File: src/rtl/btn_mode_router.sv
// rtl/btn_mode_router.sv - routes debounced buttons to one of NUM_MODES channels with press/repeat pulses
//
// Purpose:
//   Demultiplexes a bank of debounced button levels onto the currently active
//   consumer channel. The active channel receives one-cycle press pulses,
//   auto-repeat pulses for held repeat-enabled buttons, and gated levels.
//   Every other channel drives 0. Mode changes wait for all buttons to be
//   released so no consumer ever sees a partial press.
//
// Ports:
//   clk        in   system clock
//   rst_n      in   asynchronous active-low reset
//   btn_i      in   [NUM_BTN]            debounced synchronous button levels
//   mode_sel   in   [MODE_W]             requested mode
//   btn_pulse  out  [NUM_MODES*NUM_BTN]  press/repeat pulses, channel m at [m*NUM_BTN +: NUM_BTN]
//   btn_level  out  [NUM_MODES*NUM_BTN]  gated levels, same packing
//   mode_o     out  [MODE_W]             currently active mode
//   busy       out                       mode switch in progress

module btn_mode_router #(
    parameter int                 NUM_MODES   = 2,
    parameter int                 NUM_BTN     = 4,
    parameter int                 HOLD_CYC    = 100_000_000,
    parameter int                 REPEAT_CYC  = 20_000_000,
    parameter logic [NUM_BTN-1:0] REPEAT_MASK = 4'b1100,
    parameter int                 MODE_W      = $clog2(NUM_MODES)
) (
    input  logic                         clk,
    input  logic                         rst_n,
    input  logic [NUM_BTN-1:0]           btn_i,
    input  logic [MODE_W-1:0]            mode_sel,
    output logic [NUM_MODES*NUM_BTN-1:0] btn_pulse,
    output logic [NUM_MODES*NUM_BTN-1:0] btn_level,
    output logic [MODE_W-1:0]            mode_o,
    output logic                         busy
);

    localparam logic [0:0] S_RUN    = 1'b0;
    localparam logic [0:0] S_SWITCH = 1'b1;

    localparam int CNT_MAX = (HOLD_CYC > REPEAT_CYC) ? HOLD_CYC : REPEAT_CYC;
    localparam int CNT_W   = $clog2(CNT_MAX) + 1;

    localparam logic [MODE_W:0]  LP_NUM_MODES = (MODE_W+1)'(NUM_MODES);
    localparam logic [CNT_W-1:0] LP_HOLD_LAST = CNT_W'(HOLD_CYC - 1);
    localparam logic [CNT_W-1:0] LP_REP_LAST  = CNT_W'(REPEAT_CYC - 1);

    logic [0:0]                   r_state;
    logic [MODE_W-1:0]            r_active_mode;
    logic [NUM_BTN-1:0]           r_btn_prev;
    logic [CNT_W-1:0]             r_cnt;
    logic                         r_repeating;
    logic [NUM_MODES*NUM_BTN-1:0] r_pulse;
    logic [NUM_MODES*NUM_BTN-1:0] r_level;
    logic                         r_busy;

    logic                         w_in_range;
    logic                         w_req_switch;
    logic                         w_changed;
    logic                         w_armed;
    logic                         w_fire;
    logic [NUM_BTN-1:0]           w_rise;
    logic [NUM_BTN-1:0]           w_chan_pulse;
    logic [NUM_MODES*NUM_BTN-1:0] w_pulse_next;
    logic [NUM_MODES*NUM_BTN-1:0] w_level_next;

    assign w_in_range   = ({1'b0, mode_sel} < LP_NUM_MODES);
    assign w_req_switch = (mode_sel != r_active_mode) && w_in_range;
    assign w_changed    = (btn_i != r_btn_prev);
    assign w_rise       = btn_i & ~r_btn_prev;

    // Repeat only makes sense for a single, repeat-enabled button.
    assign w_armed = $onehot(btn_i) && ((btn_i & ~REPEAT_MASK) == '0);

    // r_cnt counts cycles since the press edge (hold phase) or since the last
    // repeat (repeat phase); it fires on the cycle it would reach the period.
    assign w_fire = w_armed && !w_changed &&
                    (r_repeating ? (r_cnt == LP_REP_LAST) : (r_cnt == LP_HOLD_LAST));

    assign w_chan_pulse = w_rise | (w_fire ? btn_i : '0);

    always_comb begin
        w_pulse_next = '0;
        w_level_next = '0;
        for (int m = 0; m < NUM_MODES; m++) begin
            if (r_active_mode == MODE_W'(m)) begin
                w_pulse_next[m*NUM_BTN +: NUM_BTN] = w_chan_pulse;
                w_level_next[m*NUM_BTN +: NUM_BTN] = btn_i;
            end
        end
    end

    always_ff @(posedge clk or negedge rst_n) begin
        if (!rst_n) begin
            r_state       <= S_RUN;
            r_active_mode <= '0;
            // All-ones so a button held through reset release gives no pulse.
            r_btn_prev    <= '1;
            r_cnt         <= '0;
            r_repeating   <= 1'b0;
            r_pulse       <= '0;
            r_level       <= '0;
            r_busy        <= 1'b0;
        end else begin
            case (r_state)
                S_RUN: begin
                    r_btn_prev <= btn_i;
                    if (w_req_switch) begin
                        // Switch wins over any same-cycle button edge.
                        r_state     <= S_SWITCH;
                        r_busy      <= 1'b1;
                        r_pulse     <= '0;
                        r_level     <= '0;
                        r_cnt       <= '0;
                        r_repeating <= 1'b0;
                    end else begin
                        r_pulse <= w_pulse_next;
                        r_level <= w_level_next;
                        if (!w_armed || w_changed) begin
                            r_cnt       <= '0;
                            r_repeating <= 1'b0;
                        end else if (w_fire) begin
                            r_cnt       <= '0;
                            r_repeating <= 1'b1;
                        end else if (r_cnt != {CNT_W{1'b1}}) begin
                            r_cnt <= r_cnt + 1'b1;
                        end
                    end
                end
                default: begin
                    r_pulse     <= '0;
                    r_level     <= '0;
                    r_cnt       <= '0;
                    r_repeating <= 1'b0;
                    r_busy      <= 1'b1;
                    if (btn_i == '0) begin
                        // mode_sel may have moved again while waiting; take the
                        // latest in-range request, or keep the old mode.
                        if (w_in_range) begin
                            r_active_mode <= mode_sel;
                        end
                        r_btn_prev <= '0;
                        r_state    <= S_RUN;
                        r_busy     <= 1'b0;
                    end
                end
            endcase
        end
    end

    assign btn_pulse = r_pulse;
    assign btn_level = r_level;
    assign mode_o    = r_active_mode;
    assign busy      = r_busy;

endmodule
File: config.mk
export PLATFORM = sky130hd
export DESIGN_NAME = btn_mode_router
export DESIGN_NICKNAME = d
export VERILOG_FILES = /design/src/rtl/btn_mode_router.sv
export SDC_FILE = /design/constraint.sdc
export NUM_CORES = 1
export LEC_CHECK = 0
export CAP_MARGIN = 20
export CORE_ASPECT_RATIO = 0.7
export CORE_MARGIN = 2
export CORE_UTILIZATION = 47
export CTS_CLUSTER_DIAMETER = 120
export CTS_CLUSTER_SIZE = 14
export DETAILED_ROUTE_END_ITERATION = 16
export PLACE_DENSITY = 0.7
export SYNTH_ARGS = -nofsm -noshare
export SYNTH_HDL_FRONTEND = slang
export SYNTH_SLANG_ARGS = --single-unit
export TNS_END_PERCENT = 100
File: constraint.sdc
create_clock -name clk -period 1.9 [get_ports clk]
set_input_delay 0.285 -clock clk [delete_from_list [all_inputs] [get_ports clk]]
set_output_delay 0.285 -clock clk [all_outputs]
set_load 0.1 [all_outputs]
==> reports/summary.log, run 1 <==
qor: hold_path.min_delay_worst_endpoint btn_pulse[4]$_DFF_PN0_
qor: placed_design.port_buffers 24
qor: setup_path.endpoint_of_the_most_critical_register_to_register_path r_cnt[9]$_DFFE_PN0P_
qor: setup_path.library_cell_contributing_the_largest_single_delay_on_the_critical_path sky130_fd_sc_hd__fa_1
qor: setup_path.cp-start-kind input port
qor: layout.total_area_of_multi_input_combinational_cells 1330 um2
qor: logic_synthesis.number_of_instances_in_the_synthesized_netlist 251
qor: logic_synthesis.yosys-top-cells-count sky130_fd_sc_hd__dfrtp_1 (48), sky130_fd_sc_hd__nor2_1 (23), sky130_fd_sc_hd__o21ai_1 (17), sky130_fd_sc_hd__xor2_1 (17)
qor: route.num_vias 2,190
qor: setup_path.ff2ff_setup_slack -0.32 ns
qor: global_routing.track_usage 21.6%
qor: global_routing.global_route_wire_length_before_repair 10,100 um
qor: clock_network.cts_num_sinks 52
qor: hold_path.timing.hold.worst.start btn_i[0]
qor: route.drt_pre_antenna_iters 4
qor: placed_design.place.detailed.instances 393
qor: global_routing.first_global_vias 2,089
qor: logic_synthesis.synth.ff_latch_count 52
qor: floorplanning.std_cell_rows 22
qor: setup_path.timing.critical_path.cells buf_8 > inv_4 > fa_1 > inv_2 > ha_4 > ha_4 > nand4b_1 > nor4b_4 > nand4_1 > buf_6 > buf_8 > nand2_4 > o2bb2ai_2
qor: setup_path.critPathCaptureType flop
qor: timing.maximum_frequency_from_static_timing_analysis 422 MHz
qor: setup_path.worstRegToRegCells 5
qor: timing.tcrit_tclk_final 125%
qor: placed_design.globalplace.congestion 0.833
qor: logic_synthesis.synthDominantAreaCellType sky130_fd_sc_hd__dfrtp_1
qor: route.met2_wirelength 2850 um
qor: floorplanning.core-area 5310 um2
qor: logic_synthesis.synth.net_count 267
qor: clock_network.ctsLongestPathBuffers 2
qor: setup_path.timing.critical_path.required 2.15 ns
qor: status.status complete, but fails checks
qor: setup_path.r2r_start r_cnt[9]$_DFFE_PN0P_
qor: setup_path.critical_path_arrival 2.62 ns
qor: floorplanning.die_h 66.7 um
qor: layout.fin_nets 356
qor: route.final_wirelength 6480 um
qor: timing.clock_skew 0.00364 ns
qor: flow_run.max_cap_viol_count 0
qor: pwr.leakage_power 1.71 nW
qor: floorplanning.fp.dieArea 6240 um2
qor: logic_synthesis.synth_edf_count 0
qor: logic_synthesis.synth_cell_type_count 49
qor: floorplanning.initial_core_util 49.6%
qor: layout.final_core_utilization 69.1%
qor: timing.final_critical_path_setup_slack -0.471 ns
qor: floorplanning.width_of_the_die 93.5 um
qor: route.route.detailed.wl_per_inst 15.7 um
qor: timing.tightest_slew 0.567 ns
qor: clock_network.root_buffer sky130_fd_sc_hd__clkbuf_8
qor: route.drt_first_iter_violations 122
qor: clock_network.htree_num_levels 2
qor: clock_network.tritoncts_clock_tree yes
qor: layout.syn2layout_area_growth 39.1%
qor: layout.final_layout_size_suffix_gt1_share 40.2%
qor: layout.layoutNonFillerInstCount 413
qor: status.failed_checks negative setup slack
qor: logic_synthesis.postSynth.asyncResetShare 100%
qor: layout.fillCellCount 404
qor: layout.layout.area.seq 1310 um2
qor: global_routing.pin_count_of_the_biggest_net_entering_global_routing 30
qor: route.top_layer met4
qor: timing.timing.final.max_slew_violations 0
qor: clock_network.worst_skew_pair.late_latency 0.31 ns
qor: timing.final_number_of_hold_violating_endpoints 0
qor: logic_synthesis.ys_warn_count 0
qor: timing.hold-worst-slack 0.316 ns
qor: pwr.pwr_density_cell 613 nW/um2
qor: setup_path.critical_path.max_stage_delay 0.54 ns
qor: logic_synthesis.ys_seq_area_share 49.5%
qor: floorplanning.ioPinCount 25
qor: logic_synthesis.yosys.area.top_type_share 45.5%
qor: timing.slew_headroom 62.2%
qor: logic_synthesis.synthFlopType sky130_fd_sc_hd__dfrtp_1
qor: timing.rsz0062_at_grt true
qor: setup_path.criticalPathCategory input port to flop
qor: placed_design.hpwl 4270 um
qor: timing.period_needed 2.37 ns
qor: route.drc 0
qor: hold_path.hold-path-cell-count 4
qor: clock_network.clk_pin_slew_worst_paths 0.09 ns
qor: layout.diodes 0
qor: global_routing.antenna_found_initial 0
qor: logic_synthesis.synth_top_cells_by_area sky130_fd_sc_hd__dfrtp_1 (46%), sky130_fd_sc_hd__xor2_1 (5.6%), sky130_fd_sc_hd__dfstp_2 (4.0%)
qor: logic_synthesis.syn-cell-area 2640 um2
qor: timing.setup-violations-final 37
qor: route.m1WireLength 3200 um
qor: hold_path.hp-class input port to flop
qor: route.routed-wl-met3 324 um
qor: logic_synthesis.synth.most_common_cell sky130_fd_sc_hd__dfrtp_1
qor: route.via_per_inst 5.30
qor: clock_network.cts_made_buffers 5
qor: global_routing.grt_overflow_total 0
qor: route.drt.antenna.violating_nets 0
qor: setup_path.critical_path_fanout_max 6
qor: pwr.worst_ir_drop_vdd 0.000574 V
qor: logic_synthesis.synthesis.area_per_instance 10.5 um2
## stage by stage
stage / power [mW] / area (um2) / setup TNS, ns / worst slack (ns)
2_1_floorplan: 1.45 / 2650 / -19.19 / -0.688
3_3_place_gp: 1.59 / 3300 / -39.87 / -1.13
3_5_place_dp: 1.60 / 3300 / -42.68 / -1.23
4_1_cts: 2.24 / 3470 / -14.60 / -0.467
5_1_grt: 2.35 / 3670 / -16.80 / -0.536
6_report: 2.25 / 3670 / -14.13 / -0.471
## state kept, by name (all words and copies together), names as in the netlist
signal and cells:
r_btn_prev 4, btn_level 8, r_repeating 1, r_state 1
btn_pulse 8, r_cnt 28, busy 1, mode_o 1
## layout by cell type (no fill, tap or decap), types with 2 or more instances in the layout
master                            instances
sky130_fd_sc_hd__or3_1                    3
sky130_fd_sc_hd__buf_4                   75
sky130_fd_sc_hd__dfstp_2                  4
sky130_fd_sc_hd__nand2_1                 13
sky130_fd_sc_hd__o21ai_2                 12
sky130_fd_sc_hd__nand2b_1                 2
sky130_fd_sc_hd__and3_1                   4
sky130_fd_sc_hd__nor3_1                   3
sky130_fd_sc_hd__buf_2                    2
sky130_fd_sc_hd__or2_2                    2
sky130_fd_sc_hd__buf_6                    2
sky130_fd_sc_hd__buf_8                    2
sky130_fd_sc_hd__o21ai_1                  8
sky130_fd_sc_hd__clkdlybuf4s50_1          2
sky130_fd_sc_hd__ha_4                     2
sky130_fd_sc_hd__a21oi_1                  6
sky130_fd_sc_hd__nand3_1                 15
sky130_fd_sc_hd__nand4b_1                 3
sky130_fd_sc_hd__dfrtp_1                 48
sky130_fd_sc_hd__o21ai_0                  6
sky130_fd_sc_hd__nor4b_4                  2
sky130_fd_sc_hd__o21ai_4                  2
sky130_fd_sc_hd__buf_12                   3
sky130_fd_sc_hd__xnor2_1                  9
sky130_fd_sc_hd__a21oi_2                  3
sky130_fd_sc_hd__inv_2                    3
sky130_fd_sc_hd__nand4_1                 10
sky130_fd_sc_hd__clkbuf_16                3
sky130_fd_sc_hd__xor2_1                  17
sky130_fd_sc_hd__o22ai_1                  2
sky130_fd_sc_hd__inv_1                   11
sky130_fd_sc_hd__clkbuf_8                 5
sky130_fd_sc_hd__nor2_1                  23
sky130_fd_sc_hd__ha_1                     6
## repair_timing
action / in CTS / in global routing
endpoints found under the setup margin: 37 / 37
hold buffers: 1 / 0
gates resized for setup: 28 / 21
endpoints found under the hold margin: 23 / 0
pin swaps: 5 / 10
gates cloned: 2 / 3
setup buffers: 4 / 2
## critical path: cells and delay by family
kind,cells,cell delay [ns]
adders and majority gates,3,0.90
and+or+nand+nor,4,0.84
buffers and inverters,5,0.50
AOI/OAI and AO/OA,1,0.09
## cell type report
cell class | instances | share of cell area (%)
clock inverter | 2 | 0.443
multi-input combinational | 176 | 36.4
clock buffer | 6 | 1.98
inverter | 15 | 1.60
timing repair buffer | 90 | 21.6
tap | 72 | 2.46
sequential | 52 | 35.6
## worst max-delay path by stage
stage / from / depth (start not counted) / to / slack (ns)
3_5_place_dp: btn_i[0] / 11 / r_cnt[9]$_DFFE_PN0P_ / -1.23
3_3_place_gp: btn_i[0] / 11 / btn_pulse[1]$_DFF_PN0_ / -1.13
6_report: btn_i[3] / 13 / r_cnt[8]$_DFFE_PN0P_ / -0.47
2_1_floorplan: btn_i[0] / 11 / r_cnt[0]$_DFFE_PN0P_ / -0.69
5_1_grt: btn_i[3] / 12 / r_cnt[0]$_DFFE_PN0P_ / -0.54
4_1_cts: btn_i[3] / 12 / r_cnt[0]$_DFFE_PN0P_ / -0.47
## kinds of logic after synthesis
group	Yosys count	share of synthesized area (%)
flops	52	49.5
fa+ha+maj	9	4.55
compound gates	44	10.9
xor+xnor	26	8.63
simple gates	95	21.9
buf+inv	24	4.08
mux	1	0.427
## power breakdown
part           internal, mW  switching, mW
Combinational         0.153          0.264
Sequential             1.17         0.0250
Clock                 0.263          0.370
Total                  1.59          0.659
## layer usage
metal | vias to the layer above | global-route usage, %
met3 | 11 | 3.39
met5 | - | 0
met4 | 0 | 7.43
met2 | 58 | 31.7
met1 | 1062 | 32.7
li1 | 1059 | -
Note: power is estimated with default switching activity, not from simulation.
==> run 2, diff against run 1 <==
Settings changed: SLEW_MARGIN from default to 25.
==> results of run 2 <==
No change in the layout: final DEF, timing and power equal those of run 1.
==> run 3, diff against run 2 <==
Settings changed: ABC_CLOCK_PERIOD_IN_PS from default to 1900.
==> results of run 3 <==
No change in the layout: final DEF, timing and power equal those of run 1.
